File: src/rtl/boot_pkg.sv
// Shared definitions for the boot loader: controller states and the default
// retire PC that marks the end of a program run.
package boot_pkg;

   typedef enum logic [2:0] {
      ST_LOAD  = 3'd0,
      ST_HOLD  = 3'd1,
      ST_START = 3'd2,
      ST_RUN   = 3'd3,
      ST_DONE  = 3'd4
   } boot_state_e;

   localparam logic [19:0] END_PC_DEFAULT = 20'h000b0;
   localparam int unsigned COUNTER_WIDTH  = 32;

endpackage

File: src/rtl/boot_loader_if.sv
// Program-load handshake and instruction-memory write port of the boot loader.
interface boot_loader_if #(
   parameter int unsigned DATA_WIDTH   = 32,
   parameter int unsigned ADDRESS_BITS = 20
);
   logic                    load_valid;
   logic [DATA_WIDTH-1:0]   load_data;
   logic                    load_last;
   logic                    load_ready;
   logic                    mem_we;
   logic [ADDRESS_BITS-1:0] mem_addr;
   logic [DATA_WIDTH-1:0]   mem_wdata;

   modport master (
      output load_valid, load_data, load_last,
      input  load_ready, mem_we, mem_addr, mem_wdata
   );

   modport slave (
      input  load_valid, load_data, load_last,
      output load_ready, mem_we, mem_addr, mem_wdata
   );
endinterface

File: src/rtl/boot_loader_sat_counter.sv
// Run-statistics counter that sticks at all-ones instead of wrapping.
module sat_counter #(
   parameter int unsigned WIDTH = 32
) (
   input  logic             clock,
   input  logic             reset,
   input  logic             inc_i,
   output logic [WIDTH-1:0] count_o
);
   logic [WIDTH-1:0] count_q;
   logic [WIDTH-1:0] count_d;

   // Increment request, held once the counter is full
   always_comb begin
      count_d = count_q;
      if (inc_i && (count_q != {WIDTH{1'b1}})) begin
         count_d = count_q + WIDTH'(1);
      end else begin
         count_d = count_q;
      end
   end

   // Count register
   always_ff @(posedge clock or negedge reset) begin
      if (!reset) begin
         count_q <= {WIDTH{1'b0}};
      end else begin
         count_q <= count_d;
      end
   end

   assign count_o = count_q;
endmodule

File: src/rtl/boot_loader.sv
// Boot loader: streams a program image into instruction memory, releases the
// core from reset, then gathers run statistics until the end PC retires.
module boot_loader
   import boot_pkg::*;
#(
   parameter int unsigned             DATA_WIDTH   = 32,
   parameter int unsigned             ADDRESS_BITS = 20,
   parameter logic [ADDRESS_BITS-1:0] END_PC       = ADDRESS_BITS'(END_PC_DEFAULT)
) (
   input  logic                     clock,
   input  logic                     reset,
   boot_loader_if.slave             bus,
   input  logic [ADDRESS_BITS-1:0]  boot_address,
   output logic                     core_reset,
   output logic                     core_start,
   output logic [ADDRESS_BITS-1:0]  core_prog_address,
   input  logic                     retire_valid,
   input  logic [ADDRESS_BITS-1:0]  retire_pc,
   input  logic                     core_stall,
   input  logic                     core_flush,
   output logic                     done,
   output logic [COUNTER_WIDTH-1:0] cycle_count,
   output logic [COUNTER_WIDTH-1:0] stall_count,
   output logic [COUNTER_WIDTH-1:0] flush_count,
   output logic [ADDRESS_BITS-1:0]  word_count
);
   boot_state_e             state_q, state_d;
   logic                    hold_cnt_q, hold_cnt_d;
   logic                    load_ready_q;
   logic                    mem_we_q;
   logic [ADDRESS_BITS-1:0] mem_addr_q;
   logic [DATA_WIDTH-1:0]   mem_wdata_q;
   logic [ADDRESS_BITS-1:0] word_count_q;
   logic                    core_reset_q;
   logic                    core_start_q;
   logic                    done_q;
   logic [ADDRESS_BITS-1:0] prog_addr_q;
   logic                    accept_s;
   logic                    run_s;

   assign accept_s = bus.load_valid & load_ready_q;
   assign run_s    = (state_q == ST_RUN);

   // Next-state logic; HOLD spans two cycles using a one-bit sub-count
   always_comb begin
      state_d    = state_q;
      hold_cnt_d = hold_cnt_q;
      case (state_q)
         ST_LOAD: begin
            hold_cnt_d = 1'b0;
            if (accept_s && bus.load_last) begin
               state_d = ST_HOLD;
            end else begin
               state_d = ST_LOAD;
            end
         end
         ST_HOLD: begin
            if (hold_cnt_q) begin
               state_d = ST_START;
            end else begin
               hold_cnt_d = 1'b1;
            end
         end
         ST_START: state_d = ST_RUN;
         ST_RUN: begin
            if (retire_valid && (retire_pc == END_PC)) begin
               state_d = ST_DONE;
            end else begin
               state_d = ST_RUN;
            end
         end
         ST_DONE: state_d = ST_DONE;
         default: state_d = ST_LOAD;
      endcase
   end

   // State, write port and core-control registers; outputs follow the next state
   always_ff @(posedge clock or negedge reset) begin
      if (!reset) begin
         state_q      <= ST_LOAD;
         hold_cnt_q   <= 1'b0;
         load_ready_q <= 1'b0;
         mem_we_q     <= 1'b0;
         mem_addr_q   <= {ADDRESS_BITS{1'b0}};
         mem_wdata_q  <= {DATA_WIDTH{1'b0}};
         word_count_q <= {ADDRESS_BITS{1'b0}};
         core_reset_q <= 1'b1;
         core_start_q <= 1'b0;
         done_q       <= 1'b0;
         prog_addr_q  <= {ADDRESS_BITS{1'b0}};
      end else begin
         state_q      <= state_d;
         hold_cnt_q   <= hold_cnt_d;
         load_ready_q <= (state_d == ST_LOAD);
         mem_we_q     <= accept_s;
         if (accept_s) begin
            mem_addr_q   <= boot_address + {word_count_q[ADDRESS_BITS-3:0], 2'b00};
            mem_wdata_q  <= bus.load_data;
            word_count_q <= word_count_q + ADDRESS_BITS'(1);
         end
         core_reset_q <= (state_d == ST_LOAD) || (state_d == ST_HOLD);
         core_start_q <= (state_d == ST_START);
         done_q       <= (state_d == ST_DONE);
         if ((state_q == ST_LOAD) && (state_d == ST_HOLD)) begin
            prog_addr_q <= boot_address;
         end
      end
   end

   sat_counter #(.WIDTH(COUNTER_WIDTH)) u_cycle_cnt (
      .clock   (clock),
      .reset   (reset),
      .inc_i   (run_s),
      .count_o (cycle_count)
   );

   sat_counter #(.WIDTH(COUNTER_WIDTH)) u_stall_cnt (
      .clock   (clock),
      .reset   (reset),
      .inc_i   (run_s & core_stall),
      .count_o (stall_count)
   );

   sat_counter #(.WIDTH(COUNTER_WIDTH)) u_flush_cnt (
      .clock   (clock),
      .reset   (reset),
      .inc_i   (run_s & core_flush),
      .count_o (flush_count)
   );

   assign bus.load_ready    = load_ready_q;
   assign bus.mem_we        = mem_we_q;
   assign bus.mem_addr      = mem_addr_q;
   assign bus.mem_wdata     = mem_wdata_q;
   assign core_reset        = core_reset_q;
   assign core_start        = core_start_q;
   assign core_prog_address = prog_addr_q;
   assign done              = done_q;
   assign word_count        = word_count_q;
endmodule

File: src/flat_wrapper.sv
// flat-port wrapper written by rule: the top's interface ports become plain ports
module boot_loader_flat import boot_pkg::*;
#(
   parameter int unsigned             DATA_WIDTH   = 32,
   parameter int unsigned             ADDRESS_BITS = 20,
   parameter logic [ADDRESS_BITS-1:0] END_PC       = ADDRESS_BITS'(END_PC_DEFAULT)
)
  (clock, reset, boot_address, core_reset, core_start, core_prog_address, retire_valid, retire_pc, core_stall, core_flush, done, cycle_count, stall_count, flush_count, word_count, bus_load_valid, bus_load_data, bus_load_last, bus_load_ready, bus_mem_we, bus_mem_addr, bus_mem_wdata);
  boot_loader_if #(.DATA_WIDTH(DATA_WIDTH), .ADDRESS_BITS(ADDRESS_BITS)) bus_i ();
  input  logic clock;
  input  logic reset;
  input  logic [ADDRESS_BITS-1:0] boot_address;
  output logic core_reset;
  output logic core_start;
  output logic [ADDRESS_BITS-1:0] core_prog_address;
  input  logic retire_valid;
  input  logic [ADDRESS_BITS-1:0] retire_pc;
  input  logic core_stall;
  input  logic core_flush;
  output logic done;
  output logic [COUNTER_WIDTH-1:0] cycle_count;
  output logic [COUNTER_WIDTH-1:0] stall_count;
  output logic [COUNTER_WIDTH-1:0] flush_count;
  output logic [ADDRESS_BITS-1:0] word_count;
  input wire logic [$bits(bus_i.load_valid)-1:0] bus_load_valid;
  input wire logic [$bits(bus_i.load_data)-1:0] bus_load_data;
  input wire logic [$bits(bus_i.load_last)-1:0] bus_load_last;
  output wire logic [$bits(bus_i.load_ready)-1:0] bus_load_ready;
  output wire logic [$bits(bus_i.mem_we)-1:0] bus_mem_we;
  output wire logic [$bits(bus_i.mem_addr)-1:0] bus_mem_addr;
  output wire logic [$bits(bus_i.mem_wdata)-1:0] bus_mem_wdata;
  assign bus_i.load_valid = bus_load_valid;
  assign bus_i.load_data = bus_load_data;
  assign bus_i.load_last = bus_load_last;
  assign bus_load_ready = bus_i.load_ready;
  assign bus_mem_we = bus_i.mem_we;
  assign bus_mem_addr = bus_i.mem_addr;
  assign bus_mem_wdata = bus_i.mem_wdata;
  boot_loader #(.DATA_WIDTH(DATA_WIDTH), .ADDRESS_BITS(ADDRESS_BITS), .END_PC(END_PC)) u_core (.clock(clock), .reset(reset), .bus(bus_i), .boot_address(boot_address), .core_reset(core_reset), .core_start(core_start), .core_prog_address(core_prog_address), .retire_valid(retire_valid), .retire_pc(retire_pc), .core_stall(core_stall), .core_flush(core_flush), .done(done), .cycle_count(cycle_count), .stall_count(stall_count), .flush_count(flush_count), .word_count(word_count));
endmodule
File: config.mk
export PLATFORM = sky130hd
export DESIGN_NAME = boot_loader_flat
export DESIGN_NICKNAME = d
export VERILOG_FILES = /design/src/rtl/boot_pkg.sv /design/src/rtl/boot_loader_if.sv /design/src/rtl/boot_loader_sat_counter.sv /design/src/rtl/boot_loader.sv /design/src/flat_wrapper.sv
export SDC_FILE = /design/constraint.sdc
export NUM_CORES = 1
export LEC_CHECK = 0
export ABC_AREA = 1
export CAP_MARGIN = 15
export CORE_ASPECT_RATIO = 0.8
export CORE_MARGIN = 3
export CORE_UTILIZATION = 41
export DETAILED_ROUTE_END_ITERATION = 10
export PLACE_DENSITY = 0.75
export REMOVE_ABC_BUFFERS = 1
export SKIP_LAST_GASP = 1
export SYNTH_ARGS = -nofsm -noshare
export SYNTH_HDL_FRONTEND = slang
export SYNTH_SLANG_ARGS = --single-unit
File: constraint.sdc
create_clock -name clock -period 2.4 [get_ports clock]
set_clock_uncertainty 0.05 [all_clocks]
set_input_delay 0.72 -clock clock [delete_from_list [all_inputs] [get_ports clock]]
set_output_delay 0.72 -clock clock [all_outputs]
set_load 0.005 [all_outputs]
After elaboration in Yosys (flattened, before gate mapping)
Index checks and enable logic that the tools add are counted.
{ "totals": {"ff_bits": 197, "input_bits": 79, "output_inout_bits": 193, "wordCells": 48} }
{ "op_classes": {"bitwise": 3, "n_reduce_logical": 10, "eq_ne": 11, "addsub": 5, "muxes": 5} }
{ "op_table": {"columns": ["operator", "count"], "rows": [
  ["32-bit by 1-bit adder with 32-bit output, second input constant", 3],
  ["32-bit inequality test, second input constant", 3],
  ["20-bit by 1-bit adder with 20-bit output, second input constant", 1],
  ["20-bit adder", 1],
  ["20-bit by 8-bit equality test with 1-bit output, second input constant", 1],
  ["3-bit case mux with 5 select lines", 1],
  ["3-bit by 2-bit equality test with 1-bit output, second input constant", 3],
  ["3-bit by 1-bit equality test with 1-bit output, second input constant", 2],
  ["3-bit equality test, second input constant", 2],
  ["1-bit logical AND", 6],
  ["3-bit zero test", 2],
  ["3-bit 2-to-1 mux", 2],
  ["1-bit bitwise AND", 3],
  ["1-bit case mux with 2 select lines", 1],
  ["2-bit nonzero test", 1],
  ["1-bit logical OR", 1],
  ["1-bit 2-to-1 mux", 1]
]} }

Longest topological paths before layout
{ "depth": {"ltp_word": 6, "ltp_mapped": 12, "mapped_depth_nobuf": 12} }

Cells and area by module
Synthesis repeated with hierarchy kept, for this count alone.
{ "hier_totals": {"hier_cells": 1624, "hier_area_um2": 11618.6} }
{ "by_module_without_submodules": {"columns": ["module", "n_inst", "area_per_inst_um2", "seq_area_each_um2", "cells_each"], "rows": [
  ["sat_counter", 3, 2190.9, 800.8, 333],
  ["boot_loader", 1, 5046.1, 2528.7, 625]
]} }

Worst setup path before layout
Ideal clock, no wire load.
{ "synth_timing": {"path_kind": "input port to flip-flop", "startpoint": "input boot_address[2]", "endpoint": "register u_core.mem_addr_q[16], in the netlist u_core.bus.mem_addr[16]", "path_slack_ns": 0.327, "setup_ns": 0.118, "cell_stages": 10, "arrival_ns": 1.905, "n_path_buf": 0, "t_required_ns": 2.232, "path_cell_list": "ha_1 -> fa_1 -> nand3_1 -> nand2_1 -> nand3_1 -> nand2_1 -> nand2_1 -> nand3_1 -> nand3_1 -> nand2_1"} }
{ "synth_via": {"elab_chain_cells": 1} }
{ "synth_lines": {"columns": ["item", "line_no", "source"], "rows": [
  ["start, declared", "flat_wrapper.sv:12", "input logic [ADDRESS_BITS-1:0] boot_address;"],
  ["20-bit adder", "boot_loader.sv:97", "mem_addr_q <= boot_address + {word_count_q[ADDRESS_BITS-3:0], 2'b00};"],
  ["end signal, assigned", "boot_loader.sv:84", "mem_addr_q <= {ADDRESS_BITS{1'b0}};"],
  ["end signal, assigned", "boot_loader.sv:97", null],
  ["end, declared", "boot_loader.sv:31", "logic [ADDRESS_BITS-1:0] mem_addr_q;"]
]} }
No other way between the ends.
A chain may end at the register's enable or synchronous reset.

Worst setup path in the final report
{ "layout_timing": {"startpoint": "register u_core.word_count_q[7], in the netlist u_core.word_count[7]", "endpoint": "output word_count[7]"} }
{ "layout_rtl": {"columns": ["item", "line_no", "source"], "rows": [
  ["start, declared", "boot_loader.sv:33", "logic [ADDRESS_BITS-1:0] word_count_q;"],
  ["start signal, assigned", "boot_loader.sv:86", "word_count_q <= {ADDRESS_BITS{1'b0}};"],
  ["start signal, assigned", "boot_loader.sv:99", "word_count_q <= word_count_q + ADDRESS_BITS'(1);"],
  ["end, declared", "flat_wrapper.sv:24", "output logic [ADDRESS_BITS-1:0] word_count;"]
]} }
No word-level cell between the ends.

==> results.md <==
* Delay-heaviest family, CP: buffers and inverters
* Root Buffer: clkbuf_16
* Drt first pass iters at 5
* Final setup viols at 0
* Final ANT Viol Nets at 0
* Htree depth at 4
* Top_reg_cell synth: dfrtp_1
* Placed Cells at 2146
* Initial Util at 42.40%
* Setup bufs post-CTS at 0
* Synth-to-layout area growth at 37.95%
* Residual DRC at 0
* Tcrit/Tclk final at between 90% and 100%
* Fraction of registers with async set/reset at 100.0%
* Vias/cell at 4.881
* Routed wire length at 32410 um
* Most frequent cells after synthesis: nand2_1, dfrtp_1, nor2_1
* Post-DP HPWL at 24840 um
* Hold Vio Cnt, Final at 0
* Die width at 188.5 um
* Number of synthesized flops with an enable pin at 0
* Dpl ws at -0.2873 ns
* Critical path type: register to output pin
* Crit-path slowest cell: clkdlybuf4s50_1
* Fmax at between 0.4 and 0.5 GHz
* Hold Path Class: primary input to async pin
* R2r setup slk at 0.40 ns
* Vias in the first global route at just over 10000
* Final worst setup slack at roughly 0.08 ns
* Nets at 1915
* CTS tree: built
* Hold WS at 0.1536 ns
* Relative slew slack at 54.57%
* CTS resizes at 0
* Critical path required time at 1.63 ns
* CP endpoint kind: output pin
* CP max FO at 6
* Arrival time at the worst endpoint at 1.55 ns
* CTS buffer count at 17
* Die ar. at 28650 um^2
* Area leader, netlist: dfrtp_1
* Maximum VDD drop at 0.5871 mV
* Pwr Density at 786.7 nW/um^2
* Final Instance Area at approximately 15000 um^2
* Fraction of layout cells with a size suffix above 1 at 6.568%
* Fillers at 2416
* Cells along the critical path: clkdlybuf4s50_1
* Later-pin clock latency in the skew report at approximately 0.44 ns
* DRT iter0 DRCs at 807
* Antenna Cells at 0
* Core footprint at 25760 um^2
* Max-Cap Viols at 0
* RD Place Congestion at between 0.9 and 1
* Crit-path max cell delay at 0.58 ns
* Final Max Slew Viols at 0
* Most frequent cell after synthesis: nand2_1
* Via Count at roughly 11000
* Critical path launch point type: register
* Sink count of the clock tree at between 150 and 200
* Yosys top cell area share at 44.89%
* Warnings, synthesis at 0
* Layout Cells excl Fill at between 2000 and 2500
* Post-Syn Instances at 1491
* Synth Register Bits at about 200
* Run status: complete, no violations
* Area post-placement at 14490 um^2
* Wire length of the first global-routing pass at between 50000 and 60000 um
* Cell variety after synth at 34
* CP Buf/Inv Count at 1
* Cell Area, Synth at 10930 um^2
* PortBufs at 271
* Largest net degree at the start of global routing at 64
* Tmin final at 2.320 ns
* Global route overflow at 0
* CTS Hold Bufs at 0
* Total GRT Usage at 22.37%
* Clk pin slew, worst setup/hold paths at ~0.08 ns
* Final TNS setup at 0 ns
* Routed length per instance at 14.88 um
* Row cnt at 52
* Die H at 152.0 um
* Unrepaired setup endpoints after global routing: false
* Worst-margin pin slew at 0.6815 ns
* IO Count at 272
* Leakage at around 7.1 nW
* Antenna violations before repair at 0
* Synthesized area per cell at 7.328 um^2
* CTS Buffer Depth at 2
* Top cells by area, synth: dfrtp_1, nand2_1, nor2_1
* Seq/Total Area, Yosys at 45.13%
[layout by cell type (no fill, tap or decap), drive strengths merged]
cell type      instances
a21boi                 1
a21o                   1
a21oi                 15
and2                   1
buf                   64
clkbuf                19
clkdlybuf4s50        270
clkinv                 4
clkinvlp               1
dfrtp                196
dfstp                  1
fa                     1
ha                    21
inv                  111
nand2                697
nand3                 47
nand3b                21
nand4                 17
nor2                 141
nor3                  50
nor4                   2
o21ai                 45
or2                    3
xnor2                 44
xor2                  54
[worst paths after layout]
check	cells after the start	start	to
max	1	u_core.word_count[7]	word_count[7]
min	1	reset	u_core.u_flush_cnt.count_o[2]
max reg2reg	8	u_core.u_stall_cnt.count_o[0]	u_core.u_stall_cnt.count_o[13]
min reg2reg	2	u_core.bus.mem_wdata[26]	u_core.bus.mem_wdata[26]
max in group asynchronous	2	reset	u_core.word_count[3]
min in group clock	2	u_core.bus.mem_wdata[26]	u_core.bus.mem_wdata[26]
[report_power, final]
part	internal, mW	leakage (nW)	switching [mW]
combinational	2.24	4.20	2.02
sequential	4.13	2.60	0.645
clock	1.41	0.282	1.42
total	7.78	7.08	4.08
[cells by family after synthesis]
| kind of cell | Yosys count | synth area share [%] |
|---|---|---|
| buf+inv | 133 | 4.867 |
| simple gates | 979 | 36.60 |
| fa+ha+maj | 22 | 2.588 |
| xor+xnor | 98 | 7.856 |
| flops | 197 | 45.13 |
| compound gates | 62 | 2.955 |
[per-stage QoR]
stage / util [%] / power (mW)
after global placement: 56.24 / 8.995
after detailed placement: 56.24 / 9.085
after floorplan: - / 6.391
final: 58.50 / 11.86
after global routing: 58.50 / 12.62
after CTS: 58.45 / 11.98
[metal layers]
layer	track usage (%)	share of wire (%)
met1	30.98	46
met2	35.76	45
met5	0	0
met3	5.390	7.2
met4	5.069	1.5
[registers in the layout (all words and copies together), names as in the netlist]
name,cells
u_core.core_prog_address,20
u_core.core_reset,1
u_core.bus.mem_we,1
u_core.hold_cnt_q,1
u_core.core_start,1
u_core.bus.load_ready,1
u_core.u_cycle_cnt.count_o,32
u_core.bus.mem_addr,20
u_core.u_flush_cnt.count_o,32
u_core.done,1
u_core.bus.mem_wdata,32
u_core.state_q,3
u_core.u_stall_cnt.count_o,32
u_core.word_count,20
[layout make-up]
| cell class | instances | area [um^2] | share of cell area (%) |
|---|---|---|---|
| multi-input cells | 1161 | 5478 | 36.34 |
| flip-flops and latches | 197 | 4931 | 32.72 |
| repair buffers | 335 | 3272 | 21.71 |
| clock buffers | 18 | 439.2 | 2.914 |
| well taps | 351 | 439.2 | 2.914 |
| inverters | 102 | 382.9 | 2.540 |
| clock inverters | 14 | 130.1 | 0.8634 |
Note: power is estimated with default switching activity, not from simulation.
